### src/rtl/bn_frame_loader.sv
// rtl/bn_frame_loader.sv - packs a valid/ready element stream into padded parallel frames for the bitonic sorter
module bn_frame_loader #(
    parameter int LP     = 3,
    parameter int dw     = 8,
    parameter bit PAD_HI = 1'b1
) (
    input  logic                       clk,
    input  logic                       rst,
    input  logic                       s_valid,
    output logic                       s_ready,
    input  logic [dw-1:0]              s_data,
    input  logic                       s_last,
    output logic                       f_valid,
    input  logic                       f_ready,
    output logic [2**LP-1:0][dw-1:0]   f_data,
    output logic [LP:0]                f_count
);

    localparam int              PN       = 2 ** LP;
    localparam logic [dw-1:0]   PAD      = {dw{PAD_HI}};
    localparam logic [LP-1:0]   IDX_LAST = LP'(PN - 1);

    localparam logic [0:0] ST_FILL = 1'b0;
    localparam logic [0:0] ST_HOLD = 1'b1;

    logic [0:0]             state;
    logic [LP-1:0]          idx;
    logic [PN-1:0][dw-1:0]  slots;
    logic [LP:0]            count_q;

    logic accept;
    logic close;
    logic handshake;

    // Handshake outputs decode state only, so nothing on s_* reaches f_* combinationally.
    assign s_ready   = (state == ST_FILL);
    assign f_valid   = (state == ST_HOLD);
    assign accept    = s_valid && s_ready;
    assign close     = accept && (s_last || (idx == IDX_LAST));
    assign handshake = f_valid && f_ready;

    assign f_data  = slots;
    assign f_count = count_q;

    always_ff @(posedge clk) begin
        if (rst) begin
            state   <= ST_FILL;
            idx     <= '0;
            slots   <= {PN{PAD}};
            count_q <= '0;
        end else begin
            if (accept) begin
                slots[idx] <= s_data;
                if (close) begin
                    count_q <= {1'b0, idx} + (LP+1)'(1);
                    state   <= ST_HOLD;
                    idx     <= '0;
                end else begin
                    idx <= idx + LP'(1);
                end
            end
            // Re-padding on release means the next short frame needs no explicit pad pass.
            if (handshake) begin
                slots   <= {PN{PAD}};
                count_q <= '0;
                state   <= ST_FILL;
            end
        end
    end

endmodule
### config.mk
export PLATFORM = sky130hd
export DESIGN_NAME = bn_frame_loader
export DESIGN_NICKNAME = d
export VERILOG_FILES = /design/src/rtl/bn_frame_loader.sv
export SDC_FILE = /design/constraint.sdc
export NUM_CORES = 1
export LEC_CHECK = 0
export CORE_ASPECT_RATIO = 0.9
export CORE_MARGIN = 8
export CORE_UTILIZATION = 35
export DETAILED_ROUTE_END_ITERATION = 10
export SLEW_MARGIN = 20
export SYNTH_ARGS = -nofsm -noshare
export SYNTH_HDL_FRONTEND = slang
export SYNTH_SLANG_ARGS = --single-unit
### constraint.sdc
create_clock -name clk -period 4.2 [get_ports clk]
set_clock_uncertainty 0.15 [all_clocks]
set_input_delay 1.05 -clock clk [delete_from_list [all_inputs] [get_ports clk]]
set_output_delay 1.05 -clock clk [all_outputs]
set_load 0.005 [all_outputs]
-- Yosys cells after proc, flatten, opt, wreduce, memory -nomap -nowiden
Index checks and enable logic that the tools add are counted.
Widths: inputs -> output; s select.
- $add $sub $neg: 2
- $lt $le $gt $ge: 2
- eq/ne operators: 1
- multiplexer cells: 4
- bitwise gates (word level): 1
- reduce and logical (&&, ||, !) cells: 7
- operators by type and width (operator ; number):
    $bwmux 64 ; 1
    $demux 8 s3 ; 1
    $mux 8 ; 1
    $add 3x1->4 const B ; 1
    $logic_and 1x1->1 ; 4
    $lt 3x4->1 const B ; 1
    $add 3x1->3 const B ; 1
    $eq 3x3->1 const B ; 1
    $ge 3x1->1 const B ; 1
    $mux 3 ; 1
    $reduce_and 2->1 ; 1
    $reduce_or 2->1 ; 1
    $logic_or 1x1->1 ; 1
    $not 1->1 ; 1
- register bits after elaboration: 72
- output and inout port bits: 70
- logic and storage cells: 28

-- Depth between registers and ports, before layout
Gate-level depths: netlist of the first run.
- word-level depth: 5
- gate-level depth with buffers: 5

-- Least setup slack after synthesis of the first run
Ideal clock, no wire load.
- path kind: input to register
- start point: input f_ready
- end point: register slots (netlist bit f_data[44])
- library setup time: 122 ps
- arrival: 1899 ps
- data required time: 3928 ps
- setup slack: 2029 ps
- cell stages on the path: 5
- path buffers: 3
- cell sequence: a21o_1 clkbuf_1 buf_2 buf_2 a221o_1
- word-level cells in the longest chain between the ends: 2
- RTL lines (what ; RTL line ; RTL):
    from (decl) ; 14 ; input logic f_ready,
    $logic_and 1x1->1 ; 40 ; assign handshake = f_valid && f_ready;
    $reduce_or 2->1 (no line) ; n/a ;
    to (signal assigned) ; 49 ; slots <= {PN{PAD}};
    to (signal, indexed assignment) ; 53 ; slots[idx] <= s_data;
    to (signal assigned) ; 64 ; slots <= {PN{PAD}};
    to (decl) ; 28 ; logic [PN-1:0][dw-1:0] slots;
No other way between the ends.
A chain may end at the register's enable or synchronous reset.

-- Worst setup path in the final report of the first run
- start point: input s_valid
- end point: register slots (netlist bit f_data[55])
- word-level cells in the longest chain between the ends: 1
- RTL lines (what ; RTL line ; RTL):
    from (decl) ; 9 ; input logic s_valid,
    $logic_and 1x1->1 ; 38 ; assign accept = s_valid && s_ready;
No other way between the ends.

==> results.py, run 1 <==
metrics = {
    "place": {
        "place_inst": 377,
        "place_hpwl_microns": 5565,
        "io_buffers": 82,
        "gp_congestion": 0.7817,
    },
    "run": {
        "cap_violations": 0,
    },
    "drt": {
        "drcViolationCount": 0,
        "drtPass1Iterations": 4,
        "routed_wire_length_per_instance_microns": 19.95,
        "wirelength_microns": 7840,
        "vias": 2147,
        "ant_nets": 0,
        "viasPerCell": 5.463,
        "drtIter0Drc": 158,
    },
    "global_route": {
        "grt_pass1_wl_microns": 12430,
        "grt_usage": 0.1533,
        "grt_pass1_vias": 2110,
        "grt_antenna_before_repair": 0,
        "grt.overflow.total": 0,
        "grt_max_degree": 35,
    },
    "timing": {
        "setup_viol": 0,
        "final-hold-violation-count": 0,
        "fin_crit_sh": 0.6923,
        "rsz0062_at_grt": "false",
        "fin_tns_setup_ps": 0,
        "worst_slew_pin_slew_ps": 976.7,
        "drv_slew": 0,
        "period_needed_ps": 2908,
        "max_freq_ghz": 0.3439,
        "relSlewSlack": 0.3475,
    },
    "cts": {
        "clk_latency_ps": 340,
        "cts_hold_buffers": 0,
        "clk_pin_slew_ps": 80,
        "cts_sinks": 72,
        "cts_tree": "done",
        "post_cts_resized": 0,
        "post-cts-setup-buffer-count": 0,
        "cts_buffers": 9,
        "cts.path.max_buffers": 2,
        "cts.htree.levels": 3,
        "clock-root-buffer": "clkbuf_8",
    },
    "floorplan": {
        "die_w_microns": 105.8,
        "core_area_sq_um": 7039,
        "num_rows": 29,
        "start_util": 0.3612,
        "io-pin-count": 83,
        "dieHeight_microns": 96.86,
        "dieArea_sq_um": 10250,
    },
    "logic_synthesis": {
        "mappedNetlistNets": 230,
        "yosys.area_share.xor_xnor": 0,
        "synth_warnings": 0,
        "synth-compound-area-share": 0.2785,
        "ys_ff_latch": 72,
        "yosysSeqAreaShare": 0.5669,
        "synthSimpleGateAreaFrac": 0.1112,
        "synth_top_family_by_area": "compound AO/OA/AOI/OAI gates",
        "synth_mux_area_frac": 0,
        "synth.avg_cell_area_sq_um": 11.83,
        "syn_inst": 215,
        "netlist_area_sq_um": 2542,
        "yosysUniqueCellTypes": 22,
        "synthAdderAreaFrac": 0.009843,
    },
    "cells_and_area": {
        "layout_commonest_cell": "clkdlybuf4s50_1",
        "mostFrequentLayoutCells": "82 x clkdlybuf4s50_1, 72 x dfxtp_1, 64 x a221o_1",
        "nets": 310,
        "drive_gt1_frac": 0.09667,
        "final_cells": 393,
        "num_antenna_cells": 0,
        "syn_to_final_growth_pct": 42.96,
    },
    "power": {
        "power_uw": 1367,
        "power_leakage_uw": 0.001332,
        "ir_worst_vdd_mv": 0.2462,
        "powerDensity_nw_per_um2": 376.0,
    },
    "worst_setup_path": {
        "required_ps": 4290,
        "cp.arrival_ps": 2990,
        "cp-start-kind": "input pin",
        "path_max_fanout": 18,
        "end_kind": "flop",
        "path_class": "input pin to flop",
    },
    "run_status": {
        "outcome": "finished, final reports clean",
    },
    "worst_hold_path": {
        "min_path_type": "flop to flop",
    },
}
[cell usage after synthesis, drive strengths merged]
| library cell | instances | area, sq um |
|---|---|---|
| or2 | 1 | 6.260 |
| inv | 1 | 3.750 |
| nor2 | 3 | 11.26 |
| buf | 11 | 55.05 |
| and3 | 1 | 6.260 |
| nand3 | 5 | 25.02 |
| nand2 | 11 | 66.31 |
| nand2b | 1 | 6.260 |
| or3 | 2 | 12.51 |
| a221o | 64 | 640.6 |
| ha | 2 | 25.02 |
| nor3b | 1 | 18.77 |
| nor2b | 2 | 12.51 |
| a21oi | 8 | 40.04 |
| and2 | 16 | 100.1 |
| and3b | 2 | 17.52 |
| o21ai | 4 | 20.02 |
| clkbuf | 7 | 26.28 |
| a21o | 1 | 7.510 |
| dfxtp | 72 | 1441 |
[per-layer routing]
layer	vias to the layer above	wire length [microns]	GRT usage
li1	1017	-	-
met1	1029	3435	0.1952
met2	95	3681	0.2260
met3	6	641	0.06830
met4	0	80	0.04649
met5	-	0	0
[power breakdown]
part           internal, uW  leakage [uW]  switching, uW
Clock                   290     0.0000993            260
Sequential              696      0.000585           10.2
Combinational          52.4      0.000648           58.0
[worst paths after layout]
kind	from	end	slack, ps	cells past startpoint
worst max register to register	f_valid$_SDFFE_PP0P_	f_data[55]$_SDFFE_PP1P_	1960	3
worst min register to register	f_count[0]$_SDFFE_PP0P_	f_count[0]$_SDFFE_PP0P_	330	2
worst min-delay path	f_count[0]$_SDFFE_PP0P_	f_count[0]$_SDFFE_PP0P_	330	2
worst max-delay path	s_valid	f_data[55]$_SDFFE_PP1P_	1290	4
[layout make-up]
cell class | instances | area [sq um]
Tap cell | 93 | 116.4
Multi-Input combinational cell | 124 | 1017
Sequential cell | 72 | 1441
Timing Repair Buffer | 87 | 858.3
Fill cell | 633 | 3405
Inverter | 1 | 3.754
Clock buffer | 11 | 141.4
Clock inverter | 5 | 56.30
[state kept, by name, summed over array words and instances, names as in the netlist]
signal,cells
f_valid,1
f_count,4
f_data,64
idx,3
[through the flow]
| stage | utilization | cell area, sq um | hold WS [ps] | worst slack [ps] |
|---|---|---|---|---|
| global placement | 0.4883 | 3437 | 315.1 | 1025 |
| floorplan | - | 2542 | 301.9 | 2029 |
| CTS | 0.5164 | 3635 | 341.6 | 1337 |
| finish | 0.5164 | 3635 | 334.2 | 1293 |
| detailed placement | 0.4883 | 3437 | 323.1 | 959.9 |
| global route | 0.5164 | 3635 | 348.4 | 1247 |
[cells by family (layout without fill, tap and decap cells)]
kind of cell             count (synthesis)  in the layout
adder cells (fa/ha/maj)                  2              2
AO/OA/AOI/OAI                           77             77
buffers and inverters                   19            104
AND/OR/NAND/NOR                         45             45
flip-flops                              72             72
[critical path: stages]
cell and delay, ps:
clkdlybuf4s50_1 570, and3b_1 610, nand2_1 330, a221o_1 430
(Power assumes the default switching activity.)
==> run 2: changes to the inputs <==
- clock period: 4.2 -> 2.9 ns (I/O delays scaled with it)
==> results.py, run 2 (synthesis gave the netlist of run 1 again) <==
metrics = {
    "floorplan": {
        "core_area_sq_um": 7039,
        "io-pin-count": 83,
        "dieArea_sq_um": 10250,
        "num_rows": 29,
        "start_util": 0.3612,
        "dieHeight_microns": 96.86,
        "die_w_microns": 105.8,
    },
    "timing": {
        "rsz0062_at_grt": "false",
        "relSlewSlack": 0.7535,
        "worst_slew_pin_slew_ps": 368.3,
        "max_freq_ghz": 0.4524,
        "setup_viol": 0,
        "final-hold-violation-count": 0,
        "drv_slew": 0,
        "period_needed_ps": 2210,
        "fin_tns_setup_ps": 0,
        "fin_crit_sh": 0.7621,
    },
    "worst_hold_path": {
        "min_path_type": "flop to flop",
        "hold_depth": 2,
        "worstHoldStart": "f_count[2]$_SDFFE_PP0P_",
        "hold_end": "f_count[2]$_SDFFE_PP0P_",
    },
    "worst_setup_path": {
        "crit_family": "buffers and inverters",
        "slowest_stage": "clkdlybuf4s50_1",
        "r2r_cells": 5,
        "cp.depth": 1,
        "path_buf_inv": 1,
        "critPathLaunch": "f_valid$_SDFFE_PP0P_",
        "path_max_fanout": 8,
        "cpPeakStageDelay_ps": 550,
        "cp.arrival_ps": 1340,
        "cp-start-kind": "flop",
        "end_kind": "output pin",
        "r2r_start": "idx[0]$_SDFFE_PP0P_",
        "worstReg2RegEnd": "idx[0]$_SDFFE_PP0P_",
        "path_class": "flop to output pin",
        "path_cells": "clkdlybuf4s50_1",
        "r2r_slack_ps": 1070,
        "required_ps": 2030,
    },
    "cts": {
        "post-cts-setup-buffer-count": 0,
        "cts.htree.levels": 3,
        "cts_hold_buffers": 0,
        "cts.path.max_buffers": 2,
        "post_cts_resized": 0,
        "cts_buffers": 9,
        "cts_sinks": 72,
        "cts_tree": "done",
        "clk_latency_ps": 330,
        "clk_pin_slew_ps": 70,
        "clock-root-buffer": "clkbuf_8",
    },
    "cells_and_area": {
        "final_cells": 399,
        "drive_gt1_frac": 0.1111,
        "nets": 317,
        "syn_to_final_growth_pct": 44.64,
        "layout_commonest_cell": "clkdlybuf4s50_1",
        "largest_register_ffs": 64,
        "mostFrequentLayoutCells": "82 x clkdlybuf4s50_1, 72 x dfxtp_1, 64 x a221o_1",
        "utilization": 0.5224,
        "num_antenna_cells": 0,
    },
    "global_route": {
        "grt.overflow.total": 0,
        "grt_use_met2": 0.2216,
        "grt_pass1_wl_microns": 12240,
        "gr-usage-met1": 0.1908,
        "grt_antenna_before_repair": 0,
        "grt_max_degree": 37,
        "grt_pass1_vias": 2161,
        "grt_use_met3": 0.06233,
        "grt_usage": 0.1490,
        "grt.busiest_layer": "met2",
    },
    "drt": {
        "routed_wire_length_per_instance_microns": 19.09,
        "drtPass1Iterations": 4,
        "ant_nets": 0,
        "viasPerCell": 5.421,
        "wirelength_microns": 7616,
        "drtIter0Drc": 87,
        "vias": 2163,
        "drcViolationCount": 0,
    },
    "power": {
        "p_clk_frac": 0.394,
        "power_uw": 1957,
        "comb_power_share": 0.083,
        "switching_share": 0.2318,
        "internal_power_uw": 1503,
        "ir_worst_vdd_mv": 0.3176,
        "power_leakage_uw": 0.001362,
        "powerDensity_nw_per_um2": 532.2,
        "pwr-share-seq": 0.523,
        "power.switching_uw": 453.5,
    },
    "run_status": {
        "outcome": "finished, final reports clean",
    },
    "place": {
        "place_hpwl_microns": 5486,
        "gp_congestion": 0.7449,
        "place_inst": 384,
        "io_buffers": 82,
    },
    "run": {
        "cap_violations": 0,
    },
}
run 2: cell count changes in the layout (fill, tap and decap cells not counted), sizes merged:
| cell | change |
|---|---|
| buf | +7 |
| clkbuf | +1 |
| clkinv | -2 |
run 2: final cells by class:
cell class	count	area, sq um
multi-input cells	124	1017
fillers	658	3362
inverters	1	3.754
clock buffers	12	145.1
flip-flops and latches	72	1441
well taps	93	116.4
clock inverters	3	42.54
repair buffers	94	910.9
run 2: through the flow:
step / hold WS, ps / area (sq um) / worst slack (ps)
floorplan: 301.9 / 2542 / 1054
global placement: 319.4 / 3490 / 478.6
detailed placement: 316.6 / 3490 / 433.3
CTS: 337.2 / 3677 / 661.1
global route: 359.0 / 3677 / 611.0
finish: 337.8 / 3677 / 689.8
run 2: how the worst max path moves through the flow:
stage / endpoint / slack, ps
6_report: f_valid / 690
5_1_grt: f_valid / 610
4_1_cts: f_valid / 660
3_5_place_dp: f_data[35]$_SDFFE_PP1P_ / 430
3_3_place_gp: f_data[37]$_SDFFE_PP1P_ / 480
2_1_floorplan: f_data[44]$_SDFFE_PP1P_ / 1050
run 2: metal layers:
metal / wire, microns / part of all wire
met1: 3373 / 0.44
met2: 3500 / 0.46
met3: 632 / 0.083
met4: 109 / 0.014
met5: 0 / 0
run 2: tightest hold or removal path, stage by stage, from the launching register on:
cell	delay, ps
dfxtp_1	310
o21ai_0	70
a21oi_1	60
run 2: power by group through the flow:
stage	clock (uW)	sequential, uW	combinational [uW]
6_report	771	1020	163
5_1_grt	832	1030	175
4_1_cts	783	1020	165
3_5_place_dp	0	1050	165
3_3_place_gp	0	1050	162
2_1_floorplan	0	1040	75.1
==> edit: new RTL, flow settings as in run 2 <==
Reset style: asynchronous (`rst`), changed in one clocked block.
--- a/src/rtl/bn_frame_loader.sv
+++ b/src/rtl/bn_frame_loader.sv
@@ -42,7 +42,7 @@
     assign f_data  = slots;
     assign f_count = count_q;
 
-    always_ff @(posedge clk) begin
+    always_ff @(posedge clk or posedge rst) begin
         if (rst) begin
             state   <= ST_FILL;
             idx     <= '0;
Formal check against the unedited RTL: differs if rst is asserted again (counterexample within 4 cycles, from zero or initial values and one cycle with rst high); with rst held inactive, the same outputs for 10 cycles.
==> edit against run 2 <==
Routed wire length grew 23%; core utilization shrank 4.2 points; worst setup slack lost 130 ps; critical path type is now in2reg; register-to-register slack lost 140 ps; clock power is essentially flat; cell area grew 18%; synthesized cell count grew 29%; power grew 70%; synthesized area grew 27%; sequential cell count is the same; critical path depth grew 3; largest power group unchanged.
==> edit: results (changes against run 2) <==
| Metric | Value |
|---|---|
| Outcome | `finished, final reports clean` |
| # nets final | `370 (+17%)` |
| Async SR Flop Fraction | `1.00 (+1.00)` |
| Non-clk invs | `4 (+3)` |
| GRT Resource Usage Total | `0.155 (+0.00632)` |
| Maximum clock rate | `427 MHz (-5.5%)` |
| Layout cells sized above 1 | `0.256 (+0.144)` |
| Synth top cells by count | `64 x dfstp_2, 48 x a211o_1, 48 x and3_1` |
| Final HPWL DP | `6090 um (+11%)` |
| Inst Count DP | `466 (+21%)` |
| Comb power frac | `0.303 (+0.220)` |
| Register area share after synthesis | `0.582 (+0.0153)` |
| Pint | `2.41 mW (+61%)` |
| Seq pwr share | `0.466 (-0.057)` |
| R2r endpoint | `f_data[13]$_DFFE_PP1P_` |
| Area occupied by multi-input gates | `1210 um^2 (+19%)` |
| Peak supply drop | `356 uV (+12%)` |
| Clock Buffer Count | `12 (unchanged)` |
| NonClk Buf Share | `0.205 (-0.0422)` |
| R2R Path Start | `idx[1]$_DFFE_PP0P_` |
| Crit path DAT | `2460 ps (+1120 ps)` |
| Gpl congestion | `0.769 (+3.2%)` |
| R2R Setup Slk | `930 ps (-140 ps)` |
| Reg area | `1880 um^2 (+31%)` |
| Leakage | `1.88 nW (+38%)` |
| First-pass GRT wire length | `15100 um (+23%)` |
| Crit-path max FO | `15 (+7)` |
| Non-CTS buffers | `90 (-4.3%)` |
| Initial antenna violation count | `1 (+1)` |
| Post-place instance area | `4160 um^2 (+19%)` |
| Drt initial violations | `123 (+41%)` |
| Top FF cell, synth | `dfstp_2` |
| Largest net degree at the start of global routing | `73 (+97%)` |
| Mapped Nets | `292 (+27%)` |
| Ranking of synthesized cells by area | `dfstp_2 52%, a211o_1 13%, and3_1 9.3%` |
| Clock-cell share | `0.0437 (-0.00730)` |
| Worst-margin pin slew | `673 ps (+305 ps)` |
| #MultiIn Comb | `178 (+44%)` |
| Well tap count | `122 (+31%)` |
| Vias in the first global route | `2770 (+28%)` |
| Reg2Reg Depth | `3 (-2)` |
| Layout fillers | `833 (+27%)` |
| Reg clk slew, reported paths | `approximately 80 ps` |
| Crit path from | `s_valid` |
| ANT cells | `0 (unchanged)` |
| Synth cell types | `31 (+41%)` |
| Comb pwr | `1.01 mW (+520%)` |
| Worst Setup EP | `f_data[54]$_DFFE_PP1P_` |
| Layout area overhead | `34.5%` |
## edit: cell types whose count changed in the layout (fill, tap and decap cells not counted), moves of 7 or more
cell | before | now
o21ai_0 | 4 | 16
and2_1 | 16 | 1
a21oi_1 | 8 | 0
dfxtp_1 | 72 | 0
dfstp_2 | 0 | 64
a211o_1 | 0 | 48
nand4_1 | 0 | 16
a221o_1 | 64 | 0
nand3_1 | 5 | 16
and3_1 | 1 | 48
dfrtp_1 | 0 | 8
nand2_1 | 5 | 12
## edit: logic make-up (layout without fill, tap and decap cells)
| group | Yosys count | in the layout | synth area share |
|---|---|---|---|
| and+or+nand+nor | 104 | 104 | 0.190 |
| DFF | 72 | 72 | 0.582 |
| AOI/OAI and AO/OA | 68 | 68 | 0.165 |
| buffers and inverters | 27 | 110 | 0.0418 |
| muxes | 4 | 4 | 0.0128 |
| adders and majority gates | 2 | 2 | 0.00774 |
## edit: per-layer routing
metal	share of wire	GRT usage
met2	0.45	0.235
met5	0	0
met3	0.087	0.0562
met4	0.0020	0.0311
met1	0.46	0.208
## edit: worst min-delay path by stage
| stage | to | slack, ps | cells past startpoint |
|---|---|---|---|
| finish | f_data[25]$_DFFE_PP1P_ | 350 | 2 |
| global route | f_data[25]$_DFFE_PP1P_ | 370 | 2 |
| CTS | f_data[25]$_DFFE_PP1P_ | 360 | 2 |
| detailed placement | f_data[25]$_DFFE_PP1P_ | 350 | 2 |
| global placement | f_data[27]$_DFFE_PP1P_ | 340 | 2 |
| floorplan | f_data[26]$_DFFE_PP1P_ | 340 | 2 |
## edit: critical path: stages
cell	delay (ps)
clkdlybuf4s50_1	520
and3b_1	500
nand2_1	330
a211o_1	380
